`config.mk`:
```
export PLATFORM = sky130hd
export DESIGN_NAME = z80_wait_ctrl_flat
export DESIGN_NICKNAME = d
export VERILOG_FILES = /design/src/rtl/z80_wait_ctrl_if.sv /design/src/rtl/z80_wait_ctrl.sv /design/src/flat_wrapper.sv
export SDC_FILE = /design/constraint.sdc
export NUM_CORES = 1
export LEC_CHECK = 0
export BUFFER_PORTS_ARGS = -buffer_cell sky130_fd_sc_hd__buf_2
export CORE_MARGIN = 8
export CORE_UTILIZATION = 45
export DETAILED_ROUTE_END_ITERATION = 10
export MAX_ROUTING_LAYER = met4
export PLACE_DENSITY_LB_ADDON = 0.2
export REMOVE_ABC_BUFFERS = 1
export SYNTH_ARGS = -nofsm -noshare
export SYNTH_HDL_FRONTEND = slang
export SYNTH_SLANG_ARGS = --single-unit
```
`constraint.sdc`:
```
create_clock -name i_clk_24mhz -period 2.3 [get_ports i_clk_24mhz]
set_input_delay 0.69 -clock i_clk_24mhz [delete_from_list [all_inputs] [get_ports i_clk_24mhz]]
set_output_delay 0.69 -clock i_clk_24mhz [all_outputs]
set_load 0.02 [all_outputs]
```
`src/rtl/z80_wait_ctrl_if.sv`:
```
// z80_wait_ctrl_if: Z80 bus-side signals seen by the wait-state sequencer
//   cpu_clk   Z80 clock level (sampled in the 24 MHz domain)
//   mreq_n, iorq_n, m1_n, rfsh_n   Z80 bus control strobes
//   tgt       mapper target: 00 ROM, 01 slow RAM, 10 fast RAM, 11 none
//   ws_cfg    [CNT_W-1:0] ROM waits, [2*CNT_W-1:CNT_W] slow-RAM waits
//   stat_clr  clear the wait statistics counter
//   wait_n    to Z80 WAIT, active low
//   busy      sequencer is not idle
//   stat_cnt  total wait cycles inserted
interface z80_wait_ctrl_if #(parameter int CNT_W = 4);
    logic               cpu_clk;
    logic               mreq_n;
    logic               iorq_n;
    logic               m1_n;
    logic               rfsh_n;
    logic [1:0]         tgt;
    logic [2*CNT_W-1:0] ws_cfg;
    logic               stat_clr;
    logic               wait_n;
    logic               busy;
    logic [15:0]        stat_cnt;
    modport master (
        output cpu_clk, mreq_n, iorq_n, m1_n, rfsh_n, tgt, ws_cfg, stat_clr,
        input  wait_n, busy, stat_cnt
    );
    modport slave (
        input  cpu_clk, mreq_n, iorq_n, m1_n, rfsh_n, tgt, ws_cfg, stat_clr,
        output wait_n, busy, stat_cnt
    );
endinterface

```
`src/rtl/z80_wait_ctrl.sv`:
```
// z80_wait_ctrl: Z80 wait-state sequencer stretching ROM, slow-RAM and I/O cycles
//   i_clk_24mhz  system clock, rising edge
//   i_res        synchronous active-high reset
//   bus          z80_wait_ctrl_if.slave (bus strobes, target, config, WAIT_n, BUSY, STAT_CNT)
//   Optional macro WAIT_STATS_EN enables the saturating wait statistics counter.
module z80_wait_ctrl #(
    parameter int IO_WAITS = 1,
    parameter int CNT_W    = 4
) (
    input  logic          i_clk_24mhz,
    input  logic          i_res,
    z80_wait_ctrl_if.slave bus
);
    typedef enum logic [1:0] {S_IDLE, S_WAIT, S_DONE} state_t;
    state_t           r_state;
    logic             r_cpu_clk;
    logic [CNT_W-1:0] r_cnt;
    logic             r_wait_n;
    logic             r_busy;
    logic             w_cpu_rise;
    logic             w_mem;
    logic             w_io;
    logic             w_inta;
    logic             w_start;
    logic             w_bus_idle;
    logic [CNT_W-1:0] w_n;
    always_comb begin
        w_cpu_rise = bus.cpu_clk & ~r_cpu_clk;
        w_mem      = ~bus.mreq_n & bus.rfsh_n;
        w_io       = ~bus.iorq_n & bus.m1_n;
        w_inta     = ~bus.iorq_n & ~bus.m1_n;
        w_start    = w_mem | w_io | w_inta;
        w_bus_idle = bus.mreq_n & bus.iorq_n;
        // INTA and fast/unmapped memory fall through to zero waits
        w_n = w_mem ? (bus.tgt == 2'b00 ? bus.ws_cfg[CNT_W-1:0] :
                       bus.tgt == 2'b01 ? bus.ws_cfg[2*CNT_W-1:CNT_W] : '0) :
              w_io  ? CNT_W'(IO_WAITS) : '0;
    end
    always_ff @(posedge i_clk_24mhz) begin
        r_cpu_clk <= bus.cpu_clk;
        if (i_res) begin
            r_state  <= S_IDLE;
            r_cnt    <= '0;
            r_wait_n <= 1'b1;
            r_busy   <= 1'b0;
        end else begin
            case (r_state)
                S_IDLE: if (w_start) begin
                    r_busy   <= 1'b1;
                    r_cnt    <= w_n;
                    r_wait_n <= (w_n == '0);
                    r_state  <= (w_n != '0) ? S_WAIT : S_DONE;
                end
                S_WAIT: if (w_bus_idle) begin
                    r_state  <= S_IDLE;
                    r_wait_n <= 1'b1;
                    r_busy   <= 1'b0;
                    r_cnt    <= '0;
                end else if (r_cnt == '0) begin
                    r_state  <= S_DONE;
                    r_wait_n <= 1'b1;
                end else if (w_cpu_rise) begin
                    r_cnt <= r_cnt - CNT_W'(1);
                    // release on the same edge the count reaches zero
                    if (r_cnt == CNT_W'(1)) begin
                        r_wait_n <= 1'b1;
                        r_state  <= S_DONE;
                    end
                end
                S_DONE: if (w_bus_idle) begin
                    r_state <= S_IDLE;
                    r_busy  <= 1'b0;
                end
                default: begin
                    r_state  <= S_IDLE;
                    r_wait_n <= 1'b1;
                    r_busy   <= 1'b0;
                end
            endcase
        end
    end
    assign bus.wait_n = r_wait_n;
    assign bus.busy   = r_busy;
`ifdef WAIT_STATS_EN
    logic [15:0] r_stat_cnt;
    always_ff @(posedge i_clk_24mhz) begin
        if (i_res || bus.stat_clr)
            r_stat_cnt <= '0;
        else if (w_cpu_rise && !r_wait_n && r_stat_cnt != 16'hFFFF)
            r_stat_cnt <= r_stat_cnt + 16'd1;
    end
    assign bus.stat_cnt = r_stat_cnt;
`else
    logic w_unused_stat_clr;
    assign w_unused_stat_clr = bus.stat_clr;
    assign bus.stat_cnt = 16'h0000;
`endif
endmodule
```
`src/flat_wrapper.sv`:
```
// flat-port wrapper written by rule: the top's interface ports become plain ports
module z80_wait_ctrl_flat 
#(
    parameter int IO_WAITS = 1,
    parameter int CNT_W    = 4
)
  (i_clk_24mhz, i_res, bus_cpu_clk, bus_mreq_n, bus_iorq_n, bus_m1_n, bus_rfsh_n, bus_tgt, bus_ws_cfg, bus_stat_clr, bus_wait_n, bus_busy, bus_stat_cnt);
  z80_wait_ctrl_if #(.CNT_W(CNT_W)) bus_i ();
  input  logic i_clk_24mhz;
  input  logic i_res;
  input wire logic [$bits(bus_i.cpu_clk)-1:0] bus_cpu_clk;
  input wire logic [$bits(bus_i.mreq_n)-1:0] bus_mreq_n;
  input wire logic [$bits(bus_i.iorq_n)-1:0] bus_iorq_n;
  input wire logic [$bits(bus_i.m1_n)-1:0] bus_m1_n;
  input wire logic [$bits(bus_i.rfsh_n)-1:0] bus_rfsh_n;
  input wire logic [$bits(bus_i.tgt)-1:0] bus_tgt;
  input wire logic [$bits(bus_i.ws_cfg)-1:0] bus_ws_cfg;
  input wire logic [$bits(bus_i.stat_clr)-1:0] bus_stat_clr;
  output wire logic [$bits(bus_i.wait_n)-1:0] bus_wait_n;
  output wire logic [$bits(bus_i.busy)-1:0] bus_busy;
  output wire logic [$bits(bus_i.stat_cnt)-1:0] bus_stat_cnt;
  assign bus_i.cpu_clk = bus_cpu_clk;
  assign bus_i.mreq_n = bus_mreq_n;
  assign bus_i.iorq_n = bus_iorq_n;
  assign bus_i.m1_n = bus_m1_n;
  assign bus_i.rfsh_n = bus_rfsh_n;
  assign bus_i.tgt = bus_tgt;
  assign bus_i.ws_cfg = bus_ws_cfg;
  assign bus_i.stat_clr = bus_stat_clr;
  assign bus_wait_n = bus_i.wait_n;
  assign bus_busy = bus_i.busy;
  assign bus_stat_cnt = bus_i.stat_cnt;
  z80_wait_ctrl #(.IO_WAITS(IO_WAITS), .CNT_W(CNT_W)) u_core (.i_clk_24mhz(i_clk_24mhz), .i_res(i_res), .bus(bus_i));
endmodule
```
Word-level counts from Yosys, hierarchy flattened
Cells that the tools add are included.
{"block": "totals", "regBits": 9, "wordCells": 66, "inputBits": 18, "out_inout_bits": 18}
{"block": "op_classes", "n_reduce_logical": 11, "bitwise_logic": 12, "mux": 26, "add_sub_neg": 1, "eq_ne": 11}
{"operator": "two-way mux 4 bit", "n": 7}
{"operator": "two-way mux 2 bit", "n": 7}
{"operator": "AND reduction 4 bit", "n": 3}
{"operator": "logical NOT 4 bit", "n": 2}
{"operator": "two-way mux 1 bit", "n": 8}
{"operator": "inequality test 4 x 1 -> 1 bit, second input constant", "n": 2}
{"operator": "case mux 4 bit (2 select lines)", "n": 1}
{"operator": "inequality test 2 x 1 -> 1 bit, second input constant", "n": 3}
{"operator": "case mux 2 bit (3 select lines)", "n": 1}
{"operator": "AND 1 bit", "n": 5}
{"operator": "inverter 1 bit", "n": 5}
{"operator": "== test 2 x 1 -> 1 bit, second input constant", "n": 2}
{"operator": "== test 4 x 1 -> 1 bit, second input constant", "n": 1}
{"operator": "logical NOT 2 bit", "n": 2}
{"operator": "nonzero test 4 bit", "n": 1}
{"operator": "subtractor 4 x 1 -> 4 bit, second input constant", "n": 1}
{"operator": "inequality test 3 x 1 -> 1 bit, second input constant", "n": 1}
{"operator": "inequality test 3 x 2 -> 1 bit, second input constant", "n": 1}
{"operator": "case mux 1 bit (3 select lines)", "n": 1}
{"operator": "== test 2 bit, second input constant", "n": 1}
{"operator": "OR 1 bit", "n": 2}
{"operator": "case mux 1 bit (2 select lines)", "n": 1}
{"operator": "AND reduction 2 bit", "n": 1}
{"operator": "nonzero test 2 bit", "n": 1}
{"operator": "OR reduction 2 bit", "n": 1}

Logic depth before layout (Yosys ltp)
Gate-level depths: netlist of run 1.
{"block": "logic_depth", "depth_word": 8, "depth_mapped": 7, "ltp_nobuf": 6}

Least setup slack after synthesis of run 1
Ideal clock, no wire load.
{"block": "synth_path", "path_type": "register to register", "startpoint": "reg u_core.r_state[1]", "endpoint": "reg u_core.r_wait_n (netlist: u_core.bus.wait_n)", "period_less_slack_ns": 1.768, "path_slack_ns": 0.532, "stages_incl_launch_ff": 8, "setup_ns": 0.122, "n_path_buf": 1, "t_required_ns": 2.178, "t_arrival_ns": 1.646, "cell_sequence": "dfxtp_1 -> inv_1 -> ha_1 -> a21bo_1 -> buf_6 -> a311oi_4 -> or4_1 -> o32a_1"}
{"block": "synth_between", "elab_chain_cells": 3, "elab_cells_between_ends": 9, "classes_between": "eq/ne: 5; mux: 1; bitwise: 1; reduce/logical: 2"}
{"item": "start, declared", "line": "z80_wait_ctrl.sv:15", "source": "state_t r_state;"}
{"item": "start signal, assigned", "line": "z80_wait_ctrl.sv:52", "source": "r_state <= (w_n != '0) ? S_WAIT : S_DONE;"}
{"item": "== test 2 x 1 -> 1 bit, or another cell as far along", "line": "z80_wait_ctrl.sv:47", "source": "case (r_state)"}
{"item": "inequality test 4 x 1 -> 1 bit (no source line), or another cell as far along"}
{"item": "AND reduction 4 bit (no source line)"}
{"item": "end signal, assigned", "line": "z80_wait_ctrl.sv:51", "source": "r_wait_n <= (w_n == '0);"}
{"item": "end, declared", "line": "z80_wait_ctrl.sv:18", "source": "logic r_wait_n;"}
Several ways; a longest one is shown, not always the timed one.
A chain may end at the register's enable or synchronous reset.

Final worst setup path of run 1
Ends and elaborated chain as after synthesis.

==> results.py, run 1 <==
metrics = {
    "run_status": {
        "status": "complete, no violations",
    },
    "setup_path": {
        "arrival_ns": 2.16,
        "required_ns": 2.46,
        "crit_path_start_kind": "flop",
        "crit_slowest_cell": "or4_1",
        "slowest_delay_ns": 0.51,
        "endpoint_kind": "flop",
        "path_max_fanout": 9,
        "criticalPathCategory": "reg -> reg",
        "cp_cell_sequence": "inv_1, ha_1, a21bo_1, a311oi_4, or4_1, o32a_1",
    },
    "job": {
        "cap_violations": 0,
    },
    "clock_network": {
        "cts_tree": "done",
        "cts_hold_buf": 0,
        "clock_path_buffers": 2,
        "cts-root-buf": "clkbuf_4",
        "numCtsBuffers": 3,
        "path_clk_slew_ns": 0.06,
        "clock-sinks": 9,
        "post_cts_buffers": 0,
        "htreeDepth": 1,
        "ctsResizeCount": 0,
        "clkLatencyLatePin_ns": 0.28,
    },
    "route": {
        "ant_nets": 0,
        "via_per_inst": 5.131,
        "drc": 0,
        "wire_per_inst_um": 13.42,
        "drt_iter0_markers": 21,
        "firstDrtPassIters": 4,
        "wirelength_mm": 1.946,
        "dr_total_vias": 744,
    },
    "synthesis": {
        "yosysTopAreaCellShare_pct": 20.96,
        "ys_top_cells_by_area": "dfxtp_1 21%, buf_4 14%, ha_1 8.7%, mux2i_1 4.7%, a21oi_1 3.5%",
        "synth_seq_area_share_pct": 20.96,
        "synth-async-reset-ratio_pct": 0,
        "synth-edff-count": 0,
        "synth_ff_type": "dfxtp_1",
        "syn-cell-area_um2": 859.6,
        "ys_types": 40,
        "synth_top_area_cell": "dfxtp_1",
        "ys.warnings.count": 0,
        "syn_area_per_cell_um2": 8.596,
        "synth_cells": 100,
        "yosys_register_bits": 9,
    },
    "pwr": {
        "leakage_nw": 0.4188,
        "powerDensity_nw_per_um2": 1079,
        "max-vdd-ir-drop_v": 0.0005728,
        "power.total_mw": 1.001,
    },
    "timing": {
        "drv_slew": 0,
        "post-route-period-util_pct": 86.54,
        "fmax_mhz": 502.4,
        "final.setup.tns_ns": 0,
        "fin_crit_ns": 1.990,
        "setup_viol": 0,
        "final_hold_viol_count": 0,
        "whs_ns": 0.5047,
        "finClkSkew_ns": 0.003973,
        "rsz0062_at_grt": "no",
    },
    "hold_path": {
        "hold_class": "reg -> reg",
    },
    "floorplan": {
        "die_h_um": 59.71,
        "start_util_pct": 45.68,
        "coreArea_um2": 1882,
        "io_pins": 36,
        "die-area_um2": 3565,
        "dieWidth_um": 59.71,
        "rows": 16,
    },
    "global_routing": {
        "grt_util_all_layers_pct": 12.09,
        "grt_overflow": 0,
        "grt_max_degree": 11,
        "grt_first_pass_wirelength_mm": 3.215,
        "grt_pass1_vias": 697,
        "antenna_found_initial": 0,
    },
    "final_layout": {
        "multi_input_area_um2": 566.8,
        "seqCellArea_um2": 180.2,
        "layout-drive-gt1-share_pct": 22.88,
        "nFillCells": 190,
        "nNetsFinal": 143,
        "final_common_cell": "buf_2",
        "final_cell_mix": "18 x buf_2, 16 x conb_1, 9 x dfxtp_1, 8 x inv_1",
        "antenna_cells": 0,
        "syn2layout_area_growth_pct": 7.860,
    },
    "placed_design": {
        "port_buffers": 18,
        "place.detailed.hpwl_mm": 1.549,
        "place_congestion": 0.8193,
    },
}
-- worst max-delay path, delay by kind of cell (launching register included) --
family | cells | cell delay (ns)
and+or+nand+nor | 1 | 0.51
AOI/OAI and AO/OA | 3 | 0.67
adders and majority gates | 1 | 0.28
DFF | 1 | 0.36
buffers and inverters | 1 | 0.07
-- power by group --
group	internal, mW	total, mW	switching [mW]
registers	0.212	0.265	0.0527
logic	0.252	0.601	0.348
clock network	0.0674	0.135	0.0680
-- final cells by class --
cell class | instances | area share, %
Clock buffer | 4 | 2.834
Inverter | 8 | 3.239
Multi-Input combinational cell | 79 | 61.13
Sequential cell | 9 | 19.43
Tap cell | 27 | 3.644
Timing Repair Buffer | 18 | 9.717
-- Yosys cell counts (2+ instances only) --
library cell and number:
a21oi_1 6, a311oi_1 2, a31oi_1 2, buf_4 16, dfxtp_1 9, ha_1 6
inv_1 8, mux2i_1 4, nand2_1 4, nand3_1 2, nor2_1 5, nor3_1 4
o22ai_1 2, o32a_1 2, o32ai_1 3
-- logic make-up (layout without fill, tap and decap cells) --
kind of cell | Yosys count | count (layout) | synth area share (%)
other | 1 | 16 | 0.4363
AND/OR/NAND/NOR | 23 | 23 | 15.72
flip-flops | 9 | 9 | 20.96
multiplexers | 4 | 4 | 4.658
buffers and inverters | 27 | 30 | 19.65
XOR/XNOR | 1 | 1 | 1.019
adder cells (fa/ha/maj) | 6 | 6 | 8.733
AO/OA/AOI/OAI | 29 | 29 | 28.82
-- sequential cells by signal, indices dropped and copies added, names as in the netlist --
register and flops:
u_core.r_cpu_clk 1, u_core.r_cnt 4, u_core.bus.busy 1, u_core.bus.wait_n 1, u_core.r_state 2
-- worst paths after layout --
check	startpoint	end	slack, ns	cells past startpoint
setup / recovery	u_core.r_state[1]	u_core.bus.wait_n	0.31	6
hold reg to reg	u_core.bus.wait_n	u_core.bus.wait_n	0.50	1
setup reg to reg	u_core.r_state[1]	u_core.bus.wait_n	0.31	6
hold / removal	u_core.bus.wait_n	u_core.bus.wait_n	0.50	1
-- metal layers --
metal  share of wire (%)  track usage [%]
met1                  45            14.71
met3                  13            4.946
met5                   0                -
met4                 2.1            6.122
met2                  40            16.62
-- stage by stage --
step | cell area [um^2] | worst slack (ns) | util [%] | cells
floorplan | 777.0 | 0.4982 | - | 96
global placement | 900.9 | 0.2972 | 47.87 | 141
detailed placement | 900.9 | 0.2805 | 47.87 | 141
CTS | 927.1 | 0.3162 | 49.27 | 145
global route | 927.1 | 0.1861 | 49.27 | 145
finish | 927.1 | 0.3095 | 49.27 | 145
(Power assumes the default switching activity.)
==> run 2, diff against run 1 <==
--- a/config.mk
+++ b/config.mk
@@ -9,7 +9,6 @@
 export CORE_MARGIN = 8
 export CORE_UTILIZATION = 45
 export DETAILED_ROUTE_END_ITERATION = 10
-export MAX_ROUTING_LAYER = met4
 export PLACE_DENSITY_LB_ADDON = 0.2
 export REMOVE_ABC_BUFFERS = 1
 export SYNTH_ARGS = -nofsm -noshare
==> run 2 against run 1 <==
  * Count of clock-buffer cells in the layout stayed put
  * Setup slack hardly changed
  * Clock skew hardly changed
  * Core utilization stayed put
  * Cell count stayed put
  * Register-to-register slack hardly changed
  * Non-clock buffer count stayed put
  * Die area stayed put
  * Global-route usage is 0.30 points lower
  * Combinational power hardly changed
  * Sequential cell count stayed put
  * Sequential share of layout area stayed put
  * Largest cell class unchanged
==> results.py, run 2 (synthesis results as in run 1) <==
metrics = {
    "run_status": {
        "status": "complete, no violations",
    },
    "job": {
        "cap_violations": 0,
    },
    "route": {
        "ant_nets": 0,
        "wirelength_mm": 1.944,
        "dr_total_vias": 743,
        "drt_iter0_markers": 16,
        "wire_per_inst_um": 13.41,
        "firstDrtPassIters": 6,
        "drc": 0,
        "via_per_inst": 5.124,
    },
    "timing": {
        "fmax_mhz": 502.4,
        "final.setup.tns_ns": 0,
        "setup_viol": 0,
        "rsz0062_at_grt": "no",
        "fin_crit_ns": 1.990,
        "drv_slew": 0,
        "finClkSkew_ns": 0.003579,
        "final_hold_viol_count": 0,
        "post-route-period-util_pct": 86.54,
        "fin_ws_ns": 0.3096,
    },
    "pwr": {
        "leakage_nw": 0.4188,
        "max-vdd-ir-drop_v": 0.0005727,
        "powerDensity_nw_per_um2": 1079,
    },
    "clock_network": {
        "htreeDepth": 1,
        "post_cts_buffers": 0,
        "numCtsBuffers": 3,
        "clock-sinks": 9,
        "cts-root-buf": "clkbuf_4",
        "cts_hold_buf": 0,
        "path_clk_slew_ns": 0.06,
        "cts_tree": "done",
        "clkLatencyLatePin_ns": 0.28,
        "ctsResizeCount": 0,
        "clock_path_buffers": 2,
    },
    "global_routing": {
        "grt_max_degree": 11,
        "grt_util_all_layers_pct": 11.79,
        "grt_overflow": 0,
        "antenna_found_initial": 0,
        "grt_pass1_vias": 695,
        "grt_first_pass_wirelength_mm": 3.222,
    },
    "placed_design": {
        "port_buffers": 18,
        "place.detailed.hpwl_mm": 1.549,
        "place_congestion": 0.8076,
        "place_ws_ns": 0.2805,
    },
    "hold_path": {
        "min_from": "u_core.bus.wait_n",
        "hold_class": "reg -> reg",
    },
    "setup_path": {
        "arrival_ns": 2.15,
        "crit_path_start": "u_core.r_state[1]",
        "criticalPathCategory": "reg -> reg",
        "r2r-start": "u_core.r_state[1]",
        "endpoint_kind": "flop",
        "path_max_fanout": 9,
        "required_ns": 2.46,
        "crit_path_start_kind": "flop",
    },
    "floorplan": {
        "die_h_um": 59.71,
        "dieWidth_um": 59.71,
        "rows": 16,
        "start_util_pct": 45.68,
        "die-area_um2": 3565,
        "coreArea_um2": 1882,
        "io_pins": 36,
    },
    "final_layout": {
        "largest_register_ff_count": 4,
        "syn2layout_area_growth_pct": 7.860,
        "final_common_cell": "buf_2",
        "largestRegisters": "u_core.r_cnt (4), u_core.r_state (2)",
        "seqCellArea_um2": 180.2,
        "layout-drive-gt1-share_pct": 22.88,
        "multi_input_area_um2": 566.8,
        "final_cell_mix": "18 x buf_2, 16 x conb_1, 9 x dfxtp_1, 8 x inv_1",
        "nFillCells": 190,
        "antenna_cells": 0,
        "top_register": "u_core.r_cnt",
        "nNetsFinal": 143,
    },
}
run 2: cell counts in the layout (fill, tap and decap cells not counted):
Identical to the previous run, type by type.
run 2: area by class of cell:
type | instances | share of cell area [%]
Sequential cell | 9 | 19.43
Inverter | 8 | 3.239
Timing Repair Buffer | 18 | 9.717
Multi-Input combinational cell | 79 | 61.13
Tap cell | 27 | 3.644
Clock buffer | 4 | 2.834
run 2: path summary, 6_finish.rpt:
kind | endpoint | slack [ns] | cells past startpoint
min | u_core.bus.wait_n | 0.50 | 1
max | u_core.bus.wait_n | 0.31 | 6
max reg2reg | u_core.bus.wait_n | 0.31 | 6
min reg2reg | u_core.bus.wait_n | 0.50 | 1
run 2: where the power goes:
group	leakage (nW)	internal (mW)	switching (mW)
Combinational	0.329	0.252	0.350
Sequential	0.0743	0.212	0.0527
Clock	0.0150	0.0673	0.0664
Total	0.419	0.532	0.469
run 2: per-stage QoR:
stage          total power [mW]  utilization, %  hold WS, ns  instance area, um^2  std cells
6_report                  1.001           49.27       0.5039                927.1        145
5_1_grt                   1.099           49.27       0.5243                927.1        145
4_1_cts                   1.001           49.27       0.5106                927.1        145
3_5_place_dp             0.8612           47.87       0.4940                900.9        141
3_3_place_gp             0.8530           47.87       0.4808                900.9        141
2_1_floorplan            0.7414               -       0.5018                777.0         96
run 2: critical path, cell delays in order (launching register included):
cell,delay (ns)
dfxtp_1,0.36
inv_1,0.07
ha_1,0.28
a21bo_1,0.42
a311oi_4,0.07
or4_1,0.51
o32a_1,0.18
run 2: metal layers:
metal | vias up | GRT usage (%) | part of all wire, %
li1 | 374 | - | -
met1 | 332 | 14.71 | 47
met2 | 34 | 16.62 | 40
met3 | 3 | 4.946 | 12
met4 | 0 | 6.122 | 1.5
met5 | - | 0 | 0
